[config.mk]
export PLATFORM = sky130hd
export DESIGN_NAME = uart_tx_frame_flat
export DESIGN_NICKNAME = d
export VERILOG_FILES = /design/src/rtl/uart_pkg.sv /design/src/rtl/uart_tx_frame_if.sv /design/src/rtl/uart_baud_tick.sv /design/src/rtl/uart_tx_frame.sv /design/src/flat_wrapper.sv
export SDC_FILE = /design/constraint.sdc
export NUM_CORES = 1
export LEC_CHECK = 0
export ABC_CLOCK_PERIOD_IN_PS = 6570
export CORE_MARGIN = 2
export CORE_UTILIZATION = 58
export DETAILED_ROUTE_END_ITERATION = 7
export PLACE_DENSITY = 0.8
export SLEW_MARGIN = 20
export SYNTH_ARGS = -nofsm -noshare
export SYNTH_HDL_FRONTEND = slang
export SYNTH_SLANG_ARGS = --single-unit
[constraint.sdc]
create_clock -name clk -period 6.57 [get_ports clk]
set_input_delay 1.314 -clock clk [delete_from_list [all_inputs] [get_ports clk]]
set_output_delay 1.314 -clock clk [all_outputs]
set_load 0.02 [all_outputs]
[src/rtl/uart_pkg.sv]
// Shared UART definitions: parity modes, transmitter state encoding, parity helper.
package uart_pkg;

    localparam int PARITY_NONE = 0;
    localparam int PARITY_EVEN = 1;
    localparam int PARITY_ODD  = 2;

    typedef enum logic [2:0] {
        IDLE,
        START,
        DATA,
        PARITY,
        STOP,
        BREAK,
        MAB
    } tx_state_e;

    // The word is zero-padded to 9 bits, so unused upper bits do not affect the result.
    function automatic logic parity_bit(input logic [8:0] word, input int mode);
        return (mode == PARITY_ODD) ? ~(^word) : ^word;
    endfunction

endpackage

[src/rtl/uart_tx_frame_if.sv]
// Host-side word handshake for the UART transmitter.
interface uart_tx_frame_if #(
    parameter int DATA_BITS = 8
);
    logic                 tx_valid;
    logic [DATA_BITS-1:0] tx_data;
    logic                 tx_ready;
    logic                 tx_busy;
    logic                 tx_done;

    modport master (output tx_valid, tx_data, input tx_ready, tx_busy, tx_done);
    modport slave  (input tx_valid, tx_data, output tx_ready, tx_busy, tx_done);
endinterface

[src/rtl/uart_baud_tick.sv]
// Bit-period down-counter: held at CLKS_PER_BIT-1 while reload is high, otherwise
// counts down and wraps, pulsing tick on the last clock of each bit period.
module uart_baud_tick #(
    parameter int CLKS_PER_BIT = 16
) (
    input  logic clk,
    input  logic rst_n,
    input  logic reload,
    output logic tick,
    output logic tick_early
);
    localparam int            CW  = $clog2(CLKS_PER_BIT);
    localparam logic [CW-1:0] TOP = CW'(CLKS_PER_BIT - 1);

    logic [CW-1:0] cnt_q, cnt_d;

    always_comb begin
        cnt_d = cnt_q;
        if (reload || cnt_q == '0) begin
            cnt_d = TOP;
        end else begin
            cnt_d = cnt_q - 1'b1;
        end
    end

    always_ff @(posedge clk or negedge rst_n) begin
        if (!rst_n) begin
            cnt_q <= '0;
        end else begin
            cnt_q <= cnt_d;
        end
    end

    assign tick       = !reload && (cnt_q == '0);
    // One clock ahead of tick; lets a caller end a period one clock early.
    assign tick_early = !reload && (cnt_q == CW'(1));

endmodule

[src/rtl/uart_tx_frame.sv]
// UART transmitter: start, DATA_BITS LSB-first, optional parity, 1-2 stop bits.
// Optional line-break generation when UART_TX_BREAK_EN is defined.
//   state  | meaning
//   IDLE   | line high, ready for a word (also the final clock of the stop period)
//   START  | start bit (0)
//   DATA   | data bits, LSB first
//   PARITY | parity bit
//   STOP   | stop bit(s), minus the final clock
//   BREAK  | line held low while tx_break is high
//   MAB    | mark-after-break, one bit period high
module uart_tx_frame
    import uart_pkg::*;
#(
    parameter int DATA_BITS    = 8,
    parameter int CLKS_PER_BIT = 16,
    parameter int PARITY_MODE  = PARITY_EVEN,
    parameter int STOP_BITS    = 1
) (
    input  logic                  clk,
    input  logic                  rst_n,
    uart_tx_frame_if.slave        tx_if,
`ifdef UART_TX_BREAK_EN
    input  logic                  tx_break,
`endif
    output logic                  tx_serial
);
    if (DATA_BITS < 5 || DATA_BITS > 9 || CLKS_PER_BIT < 2 ||
        PARITY_MODE < PARITY_NONE || PARITY_MODE > PARITY_ODD ||
        (STOP_BITS != 1 && STOP_BITS != 2)) begin : g_param_check
        $fatal(1, "uart_tx_frame: illegal parameter value");
    end

    localparam int            BW        = $clog2(DATA_BITS);
    localparam logic [BW-1:0] LAST_BIT  = BW'(DATA_BITS - 1);
    localparam logic          STOP_LAST = 1'(STOP_BITS - 1);

    tx_state_e            state_q, state_d;
    logic                 serial_q, serial_d;
    logic                 done_q, done_d;
    logic [DATA_BITS-1:0] shift_q, shift_d;
    logic                 par_q, par_d;
    logic [BW-1:0]        bit_q, bit_d;
    logic                 stop_q, stop_d;

    logic       ready, accept, baud_hold, tick, tick_early;
    logic [8:0] word;

`ifdef UART_TX_BREAK_EN
    assign ready = (state_q == IDLE) && !tx_break;
`else
    assign ready = (state_q == IDLE);
`endif
    assign accept    = tx_if.tx_valid && ready;
    assign baud_hold = (state_q == IDLE) || (state_q == BREAK);

    always_comb begin
        word = '0;
        word[DATA_BITS-1:0] = tx_if.tx_data;
    end

    uart_baud_tick #(.CLKS_PER_BIT(CLKS_PER_BIT)) u_baud (
        .clk        (clk),
        .rst_n      (rst_n),
        .reload     (baud_hold),
        .tick       (tick),
        .tick_early (tick_early)
    );

    always_comb begin
        state_d  = state_q;
        serial_d = serial_q;
        done_d   = 1'b0;
        shift_d  = shift_q;
        par_d    = par_q;
        bit_d    = bit_q;
        stop_d   = stop_q;
        case (state_q)
            IDLE: begin
`ifdef UART_TX_BREAK_EN
                if (tx_break) begin
                    state_d  = BREAK;
                    serial_d = 1'b0;
                end else
`endif
                if (accept) begin
                    state_d  = START;
                    serial_d = 1'b0;
                    shift_d  = tx_if.tx_data;
                    par_d    = parity_bit(word, PARITY_MODE);
                    bit_d    = '0;
                    stop_d   = 1'b0;
                end
            end
            START: begin
                if (tick) begin
                    state_d  = DATA;
                    serial_d = shift_q[0];
                    shift_d  = shift_q >> 1;
                end
            end
            DATA: begin
                if (tick) begin
                    if (bit_q == LAST_BIT) begin
                        if (PARITY_MODE != PARITY_NONE) begin
                            state_d  = PARITY;
                            serial_d = par_q;
                        end else begin
                            state_d  = STOP;
                            serial_d = 1'b1;
                        end
                    end else begin
                        bit_d    = bit_q + 1'b1;
                        serial_d = shift_q[0];
                        shift_d  = shift_q >> 1;
                    end
                end
            end
            PARITY: begin
                if (tick) begin
                    state_d  = STOP;
                    serial_d = 1'b1;
                end
            end
            STOP: begin
                // The done/IDLE clock is the last clock of the stop period, so a
                // back-to-back word starts with no extra idle clock.
                if (stop_q == STOP_LAST && tick_early) begin
                    state_d = IDLE;
                    done_d  = 1'b1;
                end else if (tick) begin
                    stop_d = 1'b1;
                end
            end
`ifdef UART_TX_BREAK_EN
            BREAK: begin
                if (!tx_break) begin
                    state_d  = MAB;
                    serial_d = 1'b1;
                end
            end
            MAB: begin
                if (tick) begin
                    state_d = IDLE;
                end
            end
`endif
            default: begin
                state_d  = IDLE;
                serial_d = 1'b1;
            end
        endcase
    end

    always_ff @(posedge clk or negedge rst_n) begin
        if (!rst_n) begin
            state_q  <= IDLE;
            serial_q <= 1'b1;
            done_q   <= 1'b0;
            shift_q  <= '0;
            par_q    <= 1'b0;
            bit_q    <= '0;
            stop_q   <= 1'b0;
        end else begin
            state_q  <= state_d;
            serial_q <= serial_d;
            done_q   <= done_d;
            shift_q  <= shift_d;
            par_q    <= par_d;
            bit_q    <= bit_d;
            stop_q   <= stop_d;
        end
    end

    assign tx_if.tx_ready = ready;
    assign tx_if.tx_busy  = !ready;
    assign tx_if.tx_done  = done_q;
    assign tx_serial      = serial_q;

endmodule

[src/flat_wrapper.sv]
// flat-port wrapper written by rule: the top's interface ports become plain ports
module uart_tx_frame_flat import uart_pkg::*;
#(
    parameter int DATA_BITS    = 8,
    parameter int CLKS_PER_BIT = 16,
    parameter int PARITY_MODE  = PARITY_EVEN,
    parameter int STOP_BITS    = 1
)
  (clk, rst_n, tx_serial, tx_if_tx_valid, tx_if_tx_data, tx_if_tx_ready, tx_if_tx_busy, tx_if_tx_done);
  uart_tx_frame_if #(.DATA_BITS(DATA_BITS)) tx_if_i ();
  input  logic clk;
  input  logic rst_n;
  output logic tx_serial;
  input wire logic [$bits(tx_if_i.tx_valid)-1:0] tx_if_tx_valid;
  input wire logic [$bits(tx_if_i.tx_data)-1:0] tx_if_tx_data;
  output wire logic [$bits(tx_if_i.tx_ready)-1:0] tx_if_tx_ready;
  output wire logic [$bits(tx_if_i.tx_busy)-1:0] tx_if_tx_busy;
  output wire logic [$bits(tx_if_i.tx_done)-1:0] tx_if_tx_done;
  assign tx_if_i.tx_valid = tx_if_tx_valid;
  assign tx_if_i.tx_data = tx_if_tx_data;
  assign tx_if_tx_ready = tx_if_i.tx_ready;
  assign tx_if_tx_busy = tx_if_i.tx_busy;
  assign tx_if_tx_done = tx_if_i.tx_done;
  uart_tx_frame #(.DATA_BITS(DATA_BITS), .CLKS_PER_BIT(CLKS_PER_BIT), .PARITY_MODE(PARITY_MODE), .STOP_BITS(STOP_BITS)) u_core (.clk(clk), .rst_n(rst_n), .tx_if(tx_if_i), .tx_serial(tx_serial));
endmodule
* After elaboration in Yosys (flattened, before gate mapping)
Cells that the tools add are included.
W data, S select, Z words.
** Operators by class
- $add $sub $neg :: 2
- Multiply operators :: 0
- Div/mod/pow operators :: 0
- Magnitude comparators :: 0
- Equality and inequality tests :: 16
- Shifts and indexed selects :: 0
- Multiplexer cells :: 27
- Bitwise operators :: 2
- Reduce and logical (&&, ||, !) cells :: 20
** Operators by type and width (number)
- $mux W8 :: 4
- $mux W3 :: 9
- $pmux W8 S3 :: 1
- $pmux W3 S5 :: 1
- $ne A2 B1 Y1 const B :: 6
- $reduce_and A5 Y1 :: 2
- $eq A3 B3 Y1 const B :: 3
- $reduce_xor A9 Y1 :: 1
- $mux W1 :: 8
- $reduce_and A4 Y1 :: 2
- $eq A3 B2 Y1 const B :: 2
- $ne A2 B2 Y1 const B :: 3
- $pmux W3 S2 :: 1
- $reduce_and A6 Y1 :: 1
- $pmux W1 S5 :: 1
- $eq A4 B1 Y1 const B :: 1
- $logic_and A1 B1 Y1 :: 4
- $logic_not A4 Y1 :: 1
- $mux W4 :: 1
- $reduce_bool A2 Y1 :: 2
- $sub A4 B1 Y4 const B :: 1
- $add A3 B1 Y3 const B :: 1
- $eq A3 B1 Y1 const B :: 1
- $logic_not A3 Y1 :: 1
- other kinds (6) :: 9
** Word-level totals
- Register bits after elaboration :: 22
- Bits in latches :: 0
- Bits in writable memories :: 0
- Bits in read-only memories :: 0
- Word-level logic and storage cells :: 75
- Memories kept :: 0

* Logic depth before layout (Yosys ltp)
- Depth after elaboration :: 7
- Mapped depth :: 7
- Gate-level depth less buffers :: 6

* By module
From an unflattened synthesis, not the netlist that was laid out.
** Unflattened totals
- Cell total of the unflattened synthesis :: 124
- Area total of the unflattened synthesis :: 1270.0 µm²
** Modules (own cells, without submodules)
- uart_tx_frame :: instances 1, cells each 103, area each 1048.5 µm², sequential area each 451.7 µm²
- uart_baud_tick :: instances 1, cells each 21, area each 221.5 µm², sequential area each 100.1 µm²

* Worst setup path before layout
No wires, ideal clock.
- Path type :: reg-to-output
- From :: reg u_core.state_q[2]
- To :: out tx_if_tx_ready
- Data arrival time :: 1113 ps
- Required time :: 5256 ps
- Setup slack :: 4143 ps
- Stages on the path, launching flop included :: 5
- Buffers on the path :: 1
- Cells stage by stage :: dfrtp_1 clkbuf_1 inv_1 nand2_1 inv_1
** Between the ends
- Word-level cells in the longest chain between the ends :: 1
** Ends and longest elaborated chain
- start, declared :: RTL line uart_tx_frame.sv:37 : tx_state_e state_q, state_d;
- start signal, assigned :: RTL line uart_tx_frame.sv:164 : state_q <= state_d;
- $logic_not A3 Y1 :: RTL line uart_tx_frame.sv:51 : assign ready = (state_q == IDLE);
- end, declared :: RTL line flat_wrapper.sv:16 : output wire logic [$bits(tx_if_i.tx_ready)-1:0] tx_if_tx_ready;
No other way between the ends.

* Final worst setup path
- From :: reg u_core.state_q[1]
- To :: out tx_if_tx_ready
The elaborated chain is that of the path after synthesis.

==> impl_metrics.tcl <==
set metrics [dict create \
    ys_types 29 \
    core_sq_um 2002 \
    drive_gt1_frac 0.1654 \
    crit_buf_inv 2 \
    antenna_found_initial 0 \
    hp-class "flop to flop" \
    grt_max_degree 23 \
    worstHoldStart "u_core.u_baud.cnt_q[0]$_DFF_PN0_" \
    clk_latency_ps 300 \
    regToRegSetupSlack_ps 4290 \
    routed_wl_microns 2159 \
    cp_cell_sequence "nor2_1, nand2_1, inv_1, clkdlybuf4s50_1" \
    syn-num-nets 134 \
    final_common_cell "dfrtp_1" \
    period_needed_ps 3195 \
    ios 15 \
    syn_inst 119 \
    holdPathStages 1 \
    startpoint_type "flop" \
    die-height_microns 50.40 \
    yosysSeqAreaShare 0.4419 \
    finClkSkew_ps 5.201 \
    peakVddDrop_uv 139.2 \
    drv_cap 0 \
    hold_viol 0 \
    hpwl_microns 1586 \
    initial_utilization 0.6238 \
    clock_sinks 22 \
    power.leakage_nw 0.6538 \
    rsz0062_at_grt "false" \
    drt_iter0_markers 22 \
    fin_tns_setup_ps 0 \
    ant_nets 0 \
    worst_slack_ps 3375 \
    yosys.area_share.simple 0.1473 \
    yosys.area_share.adder 0.04008 \
    worstHoldEndpoint "u_core.u_baud.cnt_q[0]$_DFF_PN0_" \
    slowest_stage "clkdlybuf4s50_1" \
    cts-root-buf "clkbuf_4" \
    status "completed" \
    synthFlopType "dfrtp_1" \
    place_congestion 0.7875 \
    path_max_fanout 11 \
    max_freq_ghz 0.3130 \
    synth_xor_area_frac 0.07715 \
    drc 0 \
    areaGrowthSynthToFinish_pct 16.73 \
    timing.rr.end "u_core.shift_q[5]$_DFFE_PN0P_" \
    n_antenna_cell 0 \
    placed_cell_area_sq_um 1405 \
    synthArstFlopShare 1.000 \
    dp_slack_ps 3491 \
    h-tree-depth 1 \
    post_cts_buffers 0 \
    overflow 0 \
    synth_top_family_by_area "simple AND/OR/NAND/NOR gates" \
    period_share 0.4863 \
    grt_pass1_vias 886 \
    chipWidth_microns 50.40 \
    r2r-start "u_core.u_baud.cnt_q[0]$_DFF_PN0_" \
    grt_first_pass_wirelength_microns 3905 \
    r2r_cells 6 \
    vias_per_cell 5.394 \
    cts_tree "done" \
    port_buffers 14 \
    cp.arrival_ps 1880 \
    hold_buffers 0 \
    total_power_uw 265.4 \
    cts_made_buffers 3 \
    cpPeakStageDelay_ps 590 \
    dieArea_sq_um 2540 \
    synthMuxAreaShare 0.1353 \
    fin_area_sq_um 1458 \
    synth_edf_count 0 \
    yosysWarningCount 0 \
    post_cts_resized 0 \
    ys_seq_elements 22 \
    layout.nets 149 \
    worst_setup_path_end_kind "primary output" \
    slew_viol_final 0 \
    critPathKind "flop to primary output" \
    detail_route.first_pass.iterations 4 \
    most-common-layout-cells "dfrtp_1, mux2_2, clkdlybuf4s50_1" \
    path_clk_slew_ps 130 \
    required_ps 5260 \
    cpLargestDelayFamily "buffers and inverters" \
    gr-usage-all-layers 0.2003 \
    p_per_area_nw_per_um2 182.1 \
    synth_area_per_cell_sq_um 10.49 \
    rows 16 \
    syn_area_sq_um 1249 \
    worst_pin_slew_ps 945.9 \
    clockBufferDepth 2 \
    slew_headroom 0.3674 \
    synth_compound_area_frac 0.1263 \
    post_drt_wl_per_cell_microns 13.49 \
    vias 863 \
    setup_viol 0 \
]
cells by family after synthesis:
kind of cell	Yosys count
buffers and inverters	10
multiplexers	15
AND/OR/NAND/NOR	34
flip-flops	22
AO/OA/AOI/OAI	23
adder cells (fa/ha/maj)	4
XOR/XNOR	11
worst max path at each step:
stage                             startpoint                     endpoint  slack, ps  depth (start not counted)
2_1_floorplan  u_core.state_q[2]$_DFFE_PN0P_               tx_if_tx_ready       4140                          4
3_3_place_gp                  tx_if_tx_valid  u_core.bit_q[0]$_DFFE_PN0P_       3450                          4
3_5_place_dp                  tx_if_tx_valid  u_core.bit_q[0]$_DFFE_PN0P_       3490                          4
4_1_cts        u_core.state_q[1]$_DFFE_PN0P_               tx_if_tx_ready       3370                          4
5_1_grt        u_core.state_q[1]$_DFFE_PN0P_               tx_if_tx_ready       3240                          4
6_report       u_core.state_q[1]$_DFFE_PN0P_               tx_if_tx_ready       3380                          4
state kept, by name, indices dropped and copies added (netlist names):
register	flops
u_core.bit_q	3
u_core.tx_if.tx_done	1
u_core.u_baud.cnt_q	4
u_core.par_q	1
u_core.state_q	3
u_core.stop_q	1
u_core.shift_q	8
u_core.tx_serial	1
Yosys cell counts (2+ instances only):
cell / n / area (sq um)
a21oi_1: 8 / 40.04
a22o_1: 3 / 26.28
buf_2: 2 / 10.01
clkbuf_1: 2 / 7.510
dfrtp_1: 21 / 525.5
ha_1: 4 / 50.05
inv_1: 6 / 22.52
mux2_2: 15 / 168.9
nand2_1: 11 / 41.29
nand2b_1: 2 / 12.51
nor2_1: 9 / 33.78
nor2b_1: 2 / 12.51
nor3_1: 3 / 15.01
nor4b_1: 2 / 17.52
o21ai_0: 6 / 30.03
xnor2_1: 10 / 87.58
per-layer routing:
layer | routed length [microns] | up-vias | part of all wire | GRT usage
li1 | - | 447 | - | -
met1 | 1020 | 405 | 0.47 | 0.2631
met2 | 1081 | 9 | 0.50 | 0.3465
met3 | 42 | 2 | 0.019 | 0.02679
met4 | 14 | 0 | 0.0065 | 0.05405
met5 | 0 | - | 0 | 0
per-stage QoR:
step	instances	utilization	hold WS (ps)
after detailed placement	156	0.7019	490.4
after CTS	160	0.7281	508.1
after global placement	156	0.7019	480.7
after floorplan	119	-	456.0
after global routing	160	0.7281	536.6
final	160	0.7281	507.1
cell type report:
| cell class | count | area [sq um] |
|---|---|---|
| Clock inverter | 1 | 30.03 |
| Inverter | 6 | 22.52 |
| Fill cell | 152 | 544.3 |
| Sequential cell | 22 | 551.8 |
| Timing Repair Buffer | 14 | 140.1 |
| Clock buffer | 3 | 22.52 |
| Multi-Input combinational cell | 87 | 656.9 |
| Tap cell | 27 | 33.78 |
power breakdown:
group	total, mW	leakage, nW	internal (mW)	switching [mW]
clock	0.103	0.0279	0.0616	0.0410
combinational	0.0231	0.369	0.0136	0.00947
sequential	0.140	0.257	0.138	0.00154
total	0.265	0.654	0.213	0.0520
(Power assumes the default switching activity.)
==> edit, RTL diff (config.mk and constraints unchanged) <==
`shift_q` no longer has a reset.
--- a/src/rtl/uart_tx_frame.sv
+++ b/src/rtl/uart_tx_frame.sv
@@ -156,7 +156,6 @@
             state_q  <= IDLE;
             serial_q <= 1'b1;
             done_q   <= 1'b0;
-            shift_q  <= '0;
             par_q    <= 1'b0;
             bit_q    <= '0;
             stop_q   <= 1'b0;
@@ -164,11 +163,14 @@
             state_q  <= state_d;
             serial_q <= serial_d;
             done_q   <= done_d;
-            shift_q  <= shift_d;
             par_q    <= par_d;
             bit_q    <= bit_d;
             stop_q   <= stop_d;
         end
+    end
+
+    always_ff @(posedge clk) begin
+        shift_q <= shift_d;
     end
 
     assign tx_if.tx_ready = ready;
Formal check against the unedited RTL: same outputs for any inputs over 10 cycles, from zero or initial values and one cycle with rst_n low; that may be too few to reach the edited logic, so the function may still have changed.
==> edit against the unedited design <==
- worst setup slack worse by 57 ps
- via count is 10% lower
- sequential cell count stayed put
- first-iteration DRC count is 68% lower
- wire length is 4.3% lower
- count of clock-buffer cells in the layout is 1 higher
- die area is 6.8% lower
- area after synthesis is 7.4% lower
- clock skew is 2.7 ps lower
- critical path depth is 1 lower
- final area is 8.2% lower
- critical path type unchanged
- critical endpoint unchanged
Power is not compared: it rests on default switching activity, and its combinational part moved more than twofold at a synthesized area within 25%.
==> edit: results (changes against the unedited design) <==
mux cell area share after synthesis = 10.28% (-3.2 points)
setup ws final = 3319 ps (-56.52 ps)
routed metal-1 wirelength = 948 um (-7.1%)
post-synthesis sequential area ratio = 51.19% (+7.0 points)
routed wire length = 2.066 mm (-4.3%)
clock buffers = 4 (+1)
clk cell area share = 1.963% (-1.6 points)
vias in the first global route = 805 (-9.1%)
Synth area leaders = dfrtp_1, edfxtp_1, xnor2_1, mux2_2, ha_1
GRT Total Usage = 19.24% (-0.78 points)
Compound-Gate Fraction of Synth Area = 7.900% (-4.7 points)
non-clock buffer area fraction after layout = 10.47% (+0.85 points)
Placer Congestion = 0.8092 (+2.8%)
synth cell count leaders = dfrtp_1, nand2_1, nor2_1, xnor2_1, edfxtp_1
area occupied by multi-input gates = 524.3 um^2 (-20%)
DR iter-0 viols = 7 (-68%)
synthesized instance count = 104 (-13%)
Synth-to-Final Area Change = 15.80%
first-pass GRT wire length = 3.463 mm (-11%)
Register Area = 591.8 um^2 (+7.3%)
share of layout cells above drive strength 1 = 12.71% (-3.8 points)
status = complete, no violations
met3 usage in global routing = 3.395% (+0.72 points)
setup slack, reg-to-reg = 4180 ps (-110 ps)
Post-synth EDFFs = 8 (+8)
DP Wirelength = 1.574 mm (-0.79%)
WL met2 = 1.060 mm (-1.9%)
Top Layer Used = met3
Critical Path Start = u_core.state_q[0]
nets = 134 (-10%)
clock slew at reported path FFs = 110 ps (-20 ps)
fraction of area in multi-input gates = 39.16% (-5.9 points)
xor/xnor share of the synthesized area = 9.091% (+1.4 points)
met2 GRT Util = 32.65% (-2.0 points)
Slew @ Worst Pin = 662.6 ps (-283.3 ps)
WL met3 = 57 um (+36%)
Synth Area in Adders = 4.329% (+0.32 points)
comb_multi_in = 72 (-17%)
layout filler cell count = 154 (+1.3%)
GR Layer Usage met1 = 24.59% (-1.7 points)
vias post-DR = 775 (-10%)
edit: changes by cell type after synthesis, moves of 3 or more:
cell	unedited run	this run
dfrtp_1	21	13
edfxtp_1	0	8
o21ai_0	6	3
mux2_2	15	7
a22o_1	3	0
mux2i_1	0	4
a21oi_1	8	2
edit: worst min-delay path by stage:
stage                               start         endpoint  slack (ps)  cells past startpoint
after CTS                 u_core.bit_q[0]  u_core.bit_q[0]         500                      1
after global placement       u_core.par_q     u_core.par_q         470                      2
after floorplan              u_core.par_q     u_core.par_q         450                      2
after detailed placement     u_core.par_q     u_core.par_q         470                      2
after global routing      u_core.bit_q[0]  u_core.bit_q[0]         520                      1
final                     u_core.bit_q[0]  u_core.bit_q[0]         490                      1
edit: power by group through the flow:
stage	logic, mW	registers, mW	clock network [mW]
floorplan	0.148	0.223	0
global placement	0.175	0.234	0
detailed placement	0.184	0.238	0
CTS	0.186	0.235	0.0649
global route	0.206	0.241	0.0695
finish	0.186	0.236	0.0622
